<file path="config.mk">
export PLATFORM = sky130hd
export DESIGN_NAME = i2c_slave_regs
export DESIGN_NICKNAME = d
export VERILOG_FILES = /design/src/rtl/i2c_pkg.sv /design/src/rtl/i2c_line_sync.sv /design/src/rtl/i2c_slave_regs.sv
export SDC_FILE = /design/constraint.sdc
export NUM_CORES = 1
export LEC_CHECK = 0
export ABC_AREA = 1
export BUFFER_PORTS_ARGS = -buffer_cell sky130_fd_sc_hd__buf_2
export CORE_UTILIZATION = 54
export DETAILED_ROUTE_END_ITERATION = 6
export PLACE_DENSITY = 0.75
export SYNTH_ARGS = -nofsm -noshare
export SYNTH_HDL_FRONTEND = slang
export SYNTH_SLANG_ARGS = --single-unit
</file>
<file path="constraint.sdc">
create_clock -name system1000 -period 2.2 [get_ports system1000]
set_clock_uncertainty 0.1 [all_clocks]
set_input_delay 0.44 -clock system1000 [delete_from_list [all_inputs] [get_ports system1000]]
set_output_delay 0.44 -clock system1000 [all_outputs]
set_load 0.05 [all_outputs]
</file>
<file path="src/rtl/i2c_pkg.sv">
// Shared types and constants for the I2C register slave.
// Latency: n/a (types, constants and a pure helper function only).
// Backpressure: n/a.
package i2c_pkg;

  typedef enum logic [3:0] {
    IDLE,
    DEV,
    DEV_ACK,
    PTR,
    PTR_ACK,
    WDAT,
    WDAT_ACK,
    RDAT,
    RDAT_ACK,
    WAIT_STOP
  } i2c_state_t;

  localparam int               CNT_W   = 4;
  // Data bits are counted 1..8; a count of 8 at an SCL fall means the ACK slot starts.
  localparam logic [CNT_W-1:0] ACK_BIT = 4'd8;

  function automatic logic maj3(input logic [2:0] v);
    return (v[0] & v[1]) | (v[0] & v[2]) | (v[1] & v[2]);
  endfunction

endpackage

</file>
<file path="src/rtl/i2c_line_sync.sv">
// Synchronises raw SCL/SDA, optionally majority-filters them, and flags SCL edges and START/STOP.
// Latency: 3 system1000 cycles from pin to edge/condition pulse (+2 with I2C_SLAVE_REGS_GLITCH_FILTER_EN).
// Backpressure: none; free-running, one pulse per bus event.
// Ports: system1000/system1000_rstn clock and async active-low reset; i_scl/i_sda raw bus lines;
//        o_sda conditioned SDA level; o_scl_rise/o_scl_fall/o_start/o_stop one-cycle event pulses.
// Config: I2C_SLAVE_REGS_GLITCH_FILTER_EN adds a 3-sample majority filter after the synchronisers.
module i2c_line_sync
  import i2c_pkg::*;
(
  input  logic system1000,
  input  logic system1000_rstn,
  input  logic i_scl,
  input  logic i_sda,
  output logic o_sda,
  output logic o_scl_rise,
  output logic o_scl_fall,
  output logic o_start,
  output logic o_stop
);

  logic [1:0] r_scl_sync;
  logic [1:0] r_sda_sync;
  logic       r_scl_d;
  logic       r_sda_d;
  logic       w_scl;
  logic       w_sda;

  // Reset to 1 so an idle (pulled-up) bus produces no spurious edges on reset release.
  always_ff @(posedge system1000 or negedge system1000_rstn) begin
    if (!system1000_rstn) begin
      r_scl_sync <= 2'b11;
      r_sda_sync <= 2'b11;
    end else begin
      r_scl_sync <= {r_scl_sync[0], i_scl};
      r_sda_sync <= {r_sda_sync[0], i_sda};
    end
  end

`ifdef I2C_SLAVE_REGS_GLITCH_FILTER_EN
  logic [2:0] r_scl_win;
  logic [2:0] r_sda_win;
  logic       r_scl_flt;
  logic       r_sda_flt;

  always_ff @(posedge system1000 or negedge system1000_rstn) begin
    if (!system1000_rstn) begin
      r_scl_win <= 3'b111;
      r_sda_win <= 3'b111;
      r_scl_flt <= 1'b1;
      r_sda_flt <= 1'b1;
    end else begin
      r_scl_win <= {r_scl_win[1:0], r_scl_sync[1]};
      r_sda_win <= {r_sda_win[1:0], r_sda_sync[1]};
      r_scl_flt <= maj3(r_scl_win);
      r_sda_flt <= maj3(r_sda_win);
    end
  end

  assign w_scl = r_scl_flt;
  assign w_sda = r_sda_flt;
`else
  assign w_scl = r_scl_sync[1];
  assign w_sda = r_sda_sync[1];
`endif

  always_ff @(posedge system1000 or negedge system1000_rstn) begin
    if (!system1000_rstn) begin
      r_scl_d <= 1'b1;
      r_sda_d <= 1'b1;
    end else begin
      r_scl_d <= w_scl;
      r_sda_d <= w_sda;
    end
  end

  assign o_sda      = w_sda;
  assign o_scl_rise = w_scl & ~r_scl_d;
  assign o_scl_fall = ~w_scl & r_scl_d;
  // SCL must be high both now and in the previous sample so an SCL edge is never read as START/STOP.
  assign o_start    = w_scl & r_scl_d & r_sda_d & ~w_sda;
  assign o_stop     = w_scl & r_scl_d & ~r_sda_d & w_sda;

endmodule

</file>
<file path="src/rtl/i2c_slave_regs.sv">
// I2C slave exposing NREG 8-bit registers through an auto-incrementing pointer.
// Latency: bus events act ~3 system1000 cycles after the pin edge; wr_en fires at the SCL fall opening the ACK slot.
// Backpressure: none; the slave never stretches SCL, rd_data must be valid combinationally from rd_addr.
// Ports: system1000/system1000_rstn clock and async active-low reset; scl_in/sda_in raw bus; sda_oe open-drain pull-down;
//        wr_en/wr_addr/wr_data register write strobe; rd_addr/rd_data register read; start_det/stop_det/busy status.
// Config: I2C_SLAVE_REGS_GLITCH_FILTER_EN (see i2c_line_sync) adds a majority filter on SCL/SDA.
module i2c_slave_regs
  import i2c_pkg::*;
#(
  parameter logic [6:0] DEV_ADDR = 7'h42,
  parameter int         NREG     = 16,
  parameter int         PTR_W    = $clog2(NREG)
) (
  input  logic             system1000,
  input  logic             system1000_rstn,
  input  logic             scl_in,
  input  logic             sda_in,
  output logic             sda_oe,
  output logic             wr_en,
  output logic [PTR_W-1:0] wr_addr,
  output logic [7:0]       wr_data,
  output logic [PTR_W-1:0] rd_addr,
  input  logic [7:0]       rd_data,
  output logic             start_det,
  output logic             stop_det,
  output logic             busy
);

  logic w_sda, w_scl_rise, w_scl_fall, w_start, w_stop;

  i2c_line_sync u_line_sync (
    .system1000      (system1000),
    .system1000_rstn (system1000_rstn),
    .i_scl           (scl_in),
    .i_sda           (sda_in),
    .o_sda           (w_sda),
    .o_scl_rise      (w_scl_rise),
    .o_scl_fall      (w_scl_fall),
    .o_start         (w_start),
    .o_stop          (w_stop)
  );

  i2c_state_t       r_state,   w_state_nxt;
  logic [CNT_W-1:0] r_bitcnt,  w_bitcnt_nxt;
  logic [7:0]       r_shift,   w_shift_nxt;
  logic [PTR_W-1:0] r_ptr,     w_ptr_nxt, w_ptr_inc;
  logic             r_rw,      w_rw_nxt;
  logic             r_mack,    w_mack_nxt;
  logic             r_sda_oe,  w_sda_oe_nxt;
  logic             r_busy,    w_busy_nxt;
  logic             r_wr_en,   w_wr_en_nxt;
  logic [PTR_W-1:0] r_wr_addr, w_wr_addr_nxt;
  logic [7:0]       r_wr_data, w_wr_data_nxt;
  logic             r_start_det, r_stop_det;

  assign w_ptr_inc = (r_ptr == PTR_W'(NREG - 1)) ? '0 : r_ptr + PTR_W'(1);

  always_comb begin
    w_state_nxt   = r_state;
    w_bitcnt_nxt  = r_bitcnt;
    w_shift_nxt   = r_shift;
    w_ptr_nxt     = r_ptr;
    w_rw_nxt      = r_rw;
    w_mack_nxt    = r_mack;
    w_sda_oe_nxt  = r_sda_oe;
    w_busy_nxt    = r_busy;
    w_wr_en_nxt   = 1'b0;
    w_wr_addr_nxt = r_wr_addr;
    w_wr_data_nxt = r_wr_data;

    // Bus conditions pre-empt any bit work; a partial byte is simply dropped.
    if (w_stop) begin
      w_state_nxt  = IDLE;
      w_sda_oe_nxt = 1'b0;
      w_bitcnt_nxt = '0;
      w_busy_nxt   = 1'b0;
    end else if (w_start) begin
      w_state_nxt  = DEV;
      w_sda_oe_nxt = 1'b0;
      w_bitcnt_nxt = '0;
    end else if (w_scl_rise) begin
      case (r_state)
        DEV, PTR, WDAT: begin
          w_shift_nxt  = {r_shift[6:0], w_sda};
          w_bitcnt_nxt = r_bitcnt + CNT_W'(1);
        end
        RDAT, DEV_ACK, PTR_ACK, WDAT_ACK: w_bitcnt_nxt = r_bitcnt + CNT_W'(1);
        RDAT_ACK: begin
          w_bitcnt_nxt = r_bitcnt + CNT_W'(1);
          w_mack_nxt   = ~w_sda;
        end
        default: ;
      endcase
    end else if (w_scl_fall) begin
      case (r_state)
        DEV: if (r_bitcnt == ACK_BIT) begin
          if (r_shift[7:1] == DEV_ADDR) begin
            w_state_nxt  = DEV_ACK;
            w_sda_oe_nxt = 1'b1;
            w_rw_nxt     = r_shift[0];
            w_busy_nxt   = 1'b1;
          end else begin
            w_state_nxt  = WAIT_STOP;
          end
        end
        DEV_ACK: begin
          w_bitcnt_nxt = '0;
          if (r_rw) begin
            w_state_nxt  = RDAT;
            w_shift_nxt  = rd_data;
            w_sda_oe_nxt = ~rd_data[7];
          end else begin
            w_state_nxt  = PTR;
            w_sda_oe_nxt = 1'b0;
          end
        end
        PTR: if (r_bitcnt == ACK_BIT) begin
          if ({24'd0, r_shift} < 32'(NREG)) begin
            w_ptr_nxt    = r_shift[PTR_W-1:0];
            w_state_nxt  = PTR_ACK;
            w_sda_oe_nxt = 1'b1;
          end else begin
            w_state_nxt  = WAIT_STOP;
          end
        end
        WDAT: if (r_bitcnt == ACK_BIT) begin
          w_wr_en_nxt   = 1'b1;
          w_wr_addr_nxt = r_ptr;
          w_wr_data_nxt = r_shift;
          w_ptr_nxt     = w_ptr_inc;
          w_state_nxt   = WDAT_ACK;
          w_sda_oe_nxt  = 1'b1;
        end
        PTR_ACK, WDAT_ACK: begin
          w_state_nxt  = WDAT;
          w_sda_oe_nxt = 1'b0;
          w_bitcnt_nxt = '0;
        end
        RDAT: begin
          if (r_bitcnt == ACK_BIT) begin
            w_state_nxt  = RDAT_ACK;
            w_sda_oe_nxt = 1'b0;
            w_ptr_nxt    = w_ptr_inc;
          end else begin
            w_shift_nxt  = {r_shift[6:0], 1'b0};
            w_sda_oe_nxt = ~r_shift[6];
          end
        end
        RDAT_ACK: begin
          w_bitcnt_nxt = '0;
          // rd_addr already shows the incremented pointer, so rd_data is the next byte.
          if (r_mack) begin
            w_state_nxt  = RDAT;
            w_shift_nxt  = rd_data;
            w_sda_oe_nxt = ~rd_data[7];
          end else begin
            w_state_nxt  = WAIT_STOP;
            w_sda_oe_nxt = 1'b0;
          end
        end
        default: ;
      endcase
    end
  end

  always_ff @(posedge system1000 or negedge system1000_rstn) begin
    if (!system1000_rstn) begin
      r_state     <= IDLE;
      r_bitcnt    <= '0;
      r_shift     <= '0;
      r_ptr       <= '0;
      r_rw        <= 1'b0;
      r_mack      <= 1'b0;
      r_sda_oe    <= 1'b0;
      r_busy      <= 1'b0;
      r_wr_en     <= 1'b0;
      r_wr_addr   <= '0;
      r_wr_data   <= '0;
      r_start_det <= 1'b0;
      r_stop_det  <= 1'b0;
    end else begin
      r_state     <= w_state_nxt;
      r_bitcnt    <= w_bitcnt_nxt;
      r_shift     <= w_shift_nxt;
      r_ptr       <= w_ptr_nxt;
      r_rw        <= w_rw_nxt;
      r_mack      <= w_mack_nxt;
      r_sda_oe    <= w_sda_oe_nxt;
      r_busy      <= w_busy_nxt;
      r_wr_en     <= w_wr_en_nxt;
      r_wr_addr   <= w_wr_addr_nxt;
      r_wr_data   <= w_wr_data_nxt;
      r_start_det <= w_start;
      r_stop_det  <= w_stop;
    end
  end

  assign sda_oe    = r_sda_oe;
  assign wr_en     = r_wr_en;
  assign wr_addr   = r_wr_addr;
  assign wr_data   = r_wr_data;
  assign rd_addr   = r_ptr;
  assign start_det = r_start_det;
  assign stop_det  = r_stop_det;
  assign busy      = r_busy;

endmodule

</file>
==> impl_metrics.tcl, run 1 <==
set metrics [dict create \
    syn_area_sq_um 2461 \
    power_density_nw_per_um2 990.2 \
    yosys_warnings 0 \
    rrSetupSlack_ns 0.17 \
    path_max_fanout 24 \
    p_leak_uw 0.001506 \
    fin_ws_ns 0.1697 \
    grt_pass1_vias 1898 \
    drc 0 \
    postCtsSetupRepairBufs 0 \
    crit_arrival_ns 2.13 \
    syn_avg_cell_area_sq_um 7.739 \
    vias_per_cell 5.155 \
    drt-pass1-iter-count 4 \
    final_cells 406 \
    cp-end-kind "flip-flop" \
    slew_headroom_pct 74.57 \
    finalInstanceArea_sq_um 2770 \
    dpl.cell_count 398 \
    slew_viol_final 0 \
    critical_path_class "flip-flop to flip-flop" \
    tns_ns 0 \
    fin_crit_ns 2.030 \
    clk_pin_slew_worst_paths_ns 0.09 \
    start_util_pct 56.52 \
    finalSetupViolCount 0 \
    wire_per_inst_um 12.54 \
    synth_cells 318 \
    grt_pass1_wl_um 8845 \
    dpl_worst_slack_ns 0.1067 \
    antenna_left 0 \
    insertion_delay_ns 0.31 \
    overflow 0 \
    violations "negative hold slack" \
    routed_wl_um 5092 \
    cts_tree "built" \
    fmax_ghz 0.4925 \
    htree_levels 2 \
    vdd_drop_max_mv 0.5822 \
    die-area_sq_um 4832 \
    yosysSeqAreaShare_pct 46.06 \
    numCtsBuffers 5 \
    via_count 2093 \
    antenna_cells 0 \
    rsz0062_at_grt "no" \
    clockBufferDepth 2 \
    dr.first_iter.drc_count 190 \
    antenna_found_initial 0 \
    grt_use_total_pct 23.40 \
    cap_violations 0 \
    hpwl_um 3756 \
    grt_max_degree 46 \
    hold_slack_ns -0.01870 \
    slowest_delay_ns 0.56 \
    synth-seq-cells 45 \
    portBuffers 32 \
    area_delta_synth_final_pct 12.56 \
    final_core_util_pct 63.62 \
    hp-class "input pin to async pin" \
    final_layout_size_suffix_gt1_share_pct 22.32 \
    synth_cell_types 31 \
    core-area_sq_um 4354 \
    cts_sinks 45 \
    cts_root_buffer "clkbuf_8" \
    status "complete, but fails checks" \
    io_pins 33 \
    placed_cell_area_sq_um 2679 \
    gp_congestion 0.9353 \
    finalHoldViolCount 7 \
    required_ns 2.30 \
    synthesis.nets 336 \
    rows 24 \
    die_w_um 69.51 \
    die_h_um 69.51 \
    fin_crit_sh_pct 92.29 \
    finalNetCount 371 \
    worst_pin_slew_ns 0.3805 \
    critPathLaunchType "flip-flop" \
    crit_path_cell_trace "ha_1 > nand3_2 > nand2_2 > nor2_1 > nand3_1 > inv_2 > nand3_2 > buf_6 > inv_1 > nand2_1 > nand2_1" \
    critical_path.slowest_cell "dfstp_2" \
]
## cell usage in the layout, fill, tap and decap left out, types with 5 or more instances in the layout
cell        n
o21ai_1    18
o21ai_2     6
buf_2      32
inv_2       6
nand2_1   102
nand4_1     5
nor2_2      5
inv_1      32
ha_1        6
nor2_1     18
dfrtp_1    39
dfstp_2     6
clkbuf_8    5
nand3_1    27
o21ai_0    12
## synth_stat cells, drive strengths merged
| library cell | n | area (sq um) |
|---|---|---|
| nand2 | 107 | 419.2 |
| nor2 | 26 | 132.6 |
| nor3 | 4 | 20.02 |
| o22ai | 2 | 12.51 |
| o21ai | 36 | 202.7 |
| nand4 | 5 | 31.28 |
| xor2 | 1 | 8.760 |
| ha | 6 | 75.07 |
| clkinv | 1 | 3.750 |
| clkbuf | 1 | 3.750 |
| a21oi | 2 | 10.01 |
| inv | 38 | 142.6 |
| nand3 | 31 | 175.2 |
| buf | 5 | 31.28 |
| dfrtp | 39 | 975.9 |
| o21bai | 1 | 7.510 |
| o211ai | 1 | 7.510 |
| or2 | 3 | 18.77 |
| nor3b | 1 | 7.510 |
| dfstp | 6 | 157.7 |
| nand3b | 1 | 7.510 |
| mux2i | 1 | 10.01 |
## state kept, by name (all words and copies together), names as in the netlist, 2 cells and up
register,flops
r_shift,8
u_line_sync.r_scl_sync,2
rd_addr,4
wr_addr,4
r_bitcnt,4
u_line_sync.r_sda_sync,2
wr_data,8
r_state,4
## final timing paths
| check | to | cells past startpoint | from |
|---|---|---|---|
| min in group system1000 | u_line_sync.r_sda_sync[0] | 1 | sda_in |
| setup reg to reg | wr_data[1] | 11 | u_line_sync.r_scl_sync[1] |
| hold / removal | rd_addr[2] | 2 | system1000_rstn |
| hold reg to reg | u_line_sync.r_sda_sync[1] | 0 | u_line_sync.r_sda_sync[0] |
| setup / recovery | wr_data[1] | 11 | u_line_sync.r_scl_sync[1] |
| max in group asynchronous | u_line_sync.r_sda_sync[1] | 2 | system1000_rstn |
## stage by stage
step                      hold slack (ns)  power (uW)
after global placement             0.2475        2222
after floorplan                   0.04441        1989
after detailed placement           0.2470        2240
final                            -0.01870        2743
after global routing             0.008742        2957
after CTS                        0.004437        2751
## kinds of logic after synthesis
family,after synthesis,synth area share [%]
simple gates,178,32.99
fa+ha+maj,6,3.050
flops,45,46.06
mux,1,0.4067
compound gates,42,9.761
buf+inv,45,7.371
xor+xnor,1,0.3559
## power breakdown
part | switching (uW) | total [uW] | internal, uW
Combinational | 756 | 1120 | 360
Clock | 286 | 510 | 224
Sequential | 141 | 1120 | 976
## critical path: cells and delay by family (launching register included)
family | cells | cell delay, ns
buffers and inverters | 3 | 0.34
flip-flops | 1 | 0.56
adder cells (fa/ha/maj) | 1 | 0.20
AND/OR/NAND/NOR | 7 | 0.72
## repair_timing
action                                  in CTS  in global routing
hold buffers                                 0                  0
endpoints found under the setup margin       0                  1
resized for setup                            0                  1
## metal layers
layer / wire (um) / global-route usage (%) / vias up
met1: 2502 / 34.43 / 936
met4: 105 / 10.20 / 0
met5: 0 / 0 / -
met3: 228 / 5.087 / 9
met2: 2256 / 33.23 / 54
li1: - / - / 1094
## layout make-up
type,count,area [sq um]
clock buffers,6,72.57
repair buffers,34,191.4
multi-input cells,228,1146
flip-flops and latches,45,1134
clock inverters,2,15.01
fillers,384,1584
well taps,52,65.06
inverters,39,146.4
Note: power is estimated with default switching activity, not from simulation.
==> run 2, diff against run 1 <==
==> constraint.sdc (replaced) <==
create_clock -name system1000 -period 2.2 [get_ports system1000]
set_clock_uncertainty 0.1 [all_clocks]
set_input_delay 0.33 -clock system1000 [delete_from_list [all_inputs] [get_ports system1000]]
set_output_delay 0.33 -clock system1000 [all_outputs]
set_load 0.05 [all_outputs]
==> run 2 against run 1 <==
  * The flow still finishes with violations (negative hold slack)
  * Total power up 4.4%
  * Count of clock-buffer cells in the layout did not move
  * Non-clock buffer count grew 1
  * Via count is 0.53% higher
  * Wire length up 1.7%
  * Register-to-register slack about the same
==> impl_metrics.tcl, run 2 (synthesis results as in run 1) <==
set metrics [dict create \
    hp-class "input pin to async pin" \
    seq_area_sq_um 1134 \
    start_util_pct 56.52 \
    antenna_found_initial 0 \
    io_pins 33 \
    slowest_delay_ns 0.57 \
    required_ns 2.28 \
    use_met3_pct 3.488 \
    via_count 2104 \
    slew_viol_final 0 \
    power_density_nw_per_um2 1027 \
    fill_cells 390 \
    vias_per_cell 5.170 \
    clk_pin_slew_worst_paths_ns 0.09 \
    insertion_delay_ns 0.29 \
    drt-pass1-iter-count 6 \
    rr_endpoint "wr_data[1]" \
    area_delta_synth_final_pct 13.27 \
    worst_pin_slew_ns 0.5467 \
    fin_ws_ns 0.1821 \
    dpl_worst_slack_ns 0.1722 \
    rsz0062_at_grt "no" \
    critPathLaunchType "flip-flop" \
    grt_pass1_wl_um 8921 \
    final_common_cell "nand2_1" \
    grt_busiest_layer "met2" \
    routed_wl_um 5179 \
    crit_arrival_ns 2.10 \
    placed_cell_area_sq_um 2674 \
    crit_start "u_line_sync.r_scl_sync[1]" \
    crit_path_cell_trace "ha_1 > nand3_2 > nand2_2 > nor2_1 > nand3_1 > inv_2 > nand3_2 > buf_6 > inv_1 > nand2_1 > nand2_1" \
    final_cell_mix "nand2_1 (101), dfrtp_1 (39), inv_1 (32), buf_2 (32), nand3_1 (27)" \
    p_leak_uw 0.001524 \
    critical_path_class "flip-flop to flip-flop" \
    gp_congestion 0.9825 \
    die_h_um 69.51 \
    htree_levels 2 \
    met2_usage_pct 35.49 \
    status "complete, but fails checks" \
    path_max_fanout 24 \
    crit_end "wr_data[1]" \
    portBuffers 32 \
    vdd_drop_max_mv 0.5940 \
    dr.first_iter.drc_count 162 \
    wire_per_inst_um 12.72 \
    cap_violations 0 \
    grt_max_degree 46 \
    clockBufferDepth 2 \
    grt_use_total_pct 23.21 \
    final_layout_size_suffix_gt1_share_pct 22.82 \
    die-area_sq_um 4832 \
    rows 24 \
    tns_ns 0 \
    critical_path.slowest_cell "dfstp_2" \
    numCtsBuffers 5 \
    cp-end-kind "flip-flop" \
    rrSetupSlack_ns 0.18 \
    antenna_cells 0 \
    multi_input_area_sq_um 1149 \
    overflow 0 \
    finalHoldViolCount 8 \
    hpwl_um 3872 \
    hold_slack_ns -0.01839 \
    slew_headroom_pct 63.55 \
    fin_crit_sh_pct 91.72 \
    finalInstanceArea_sq_um 2788 \
    grt_pass1_vias 1991 \
    cts_tree "built" \
    cts_sinks 45 \
    violations "negative hold slack" \
    core-area_sq_um 4354 \
    die_w_um 69.51 \
    use_met1_pct 32.98 \
    worstRegToRegCells 11 \
    finalNetCount 372 \
    finalSetupViolCount 0 \
    cts_root_buffer "clkbuf_8" \
    drc 0 \
    worstReg2RegStart "u_line_sync.r_scl_sync[1]" \
    antenna_left 0 \
    fin_crit_ns 2.018 \
    fmax_ghz 0.4956 \
]
==> run 2: per-stage QoR <==
stage / std cells / total power [uW] / utilization [%]
3_5_place_dp: 399 / 2250 / 61.41
5_1_grt: 407 / 3094 / 64.02
6_report: 407 / 2864 / 64.02
4_1_cts: 407 / 2868 / 63.88
2_1_floorplan: 318 / 1989 / -
3_3_place_gp: 399 / 2242 / 61.41
==> run 2: worst min-delay path by stage <==
stage	from	to	slack (ns)	depth (start not counted)
finish	system1000_rstn	wr_addr[2]	-0.02	2
CTS	system1000_rstn	wr_addr[2]	0.01	2
global placement	u_line_sync.r_sda_sync[0]	u_line_sync.r_sda_sync[1]	0.25	0
floorplan	system1000_rstn	busy	-0.07	0
global route	sda_in	u_line_sync.r_sda_sync[0]	0.02	1
detailed placement	u_line_sync.r_scl_sync[0]	u_line_sync.r_scl_sync[1]	0.25	0
==> run 2: layer usage <==
layer | vias up | share of wire (%)
met5 | - | 0
met3 | 12 | 3.7
li1 | 1088 | -
met4 | 0 | 2.2
met1 | 954 | 49
met2 | 50 | 45
==> run 2: area by class of cell <==
cell class                      count  area share (%)
Clock buffer                        6           2.603
Clock inverter                      2           1.257
Inverter                           39           5.251
Multi-Input combinational cell    228           41.20
Sequential cell                    45           40.66
Tap cell                           52           2.334
Timing Repair Buffer               35           6.688
==> run 2: what timing repair did <==
action                                 in CTS  in global routing
buffers inserted                            0                  0
endpoints found under the hold margin       0                  0
setup endpoints to repair                   0                  2
resized for setup                           0                  2
hold buffers                                0                  0
==> run 2: power breakdown <==
part           internal [uW]  switching [uW]
Clock                    337             269
Combinational            358             778
Sequential               976             146
Total                   1670            1190
==> run 2: critical path, delay by kind of cell (launching register included) <==
family                   cells  cell delay [ns]
AND/OR/NAND/NOR              7             0.70
flip-flops                   1             0.57
adder cells (fa/ha/maj)      1             0.20
buffers and inverters        3             0.33
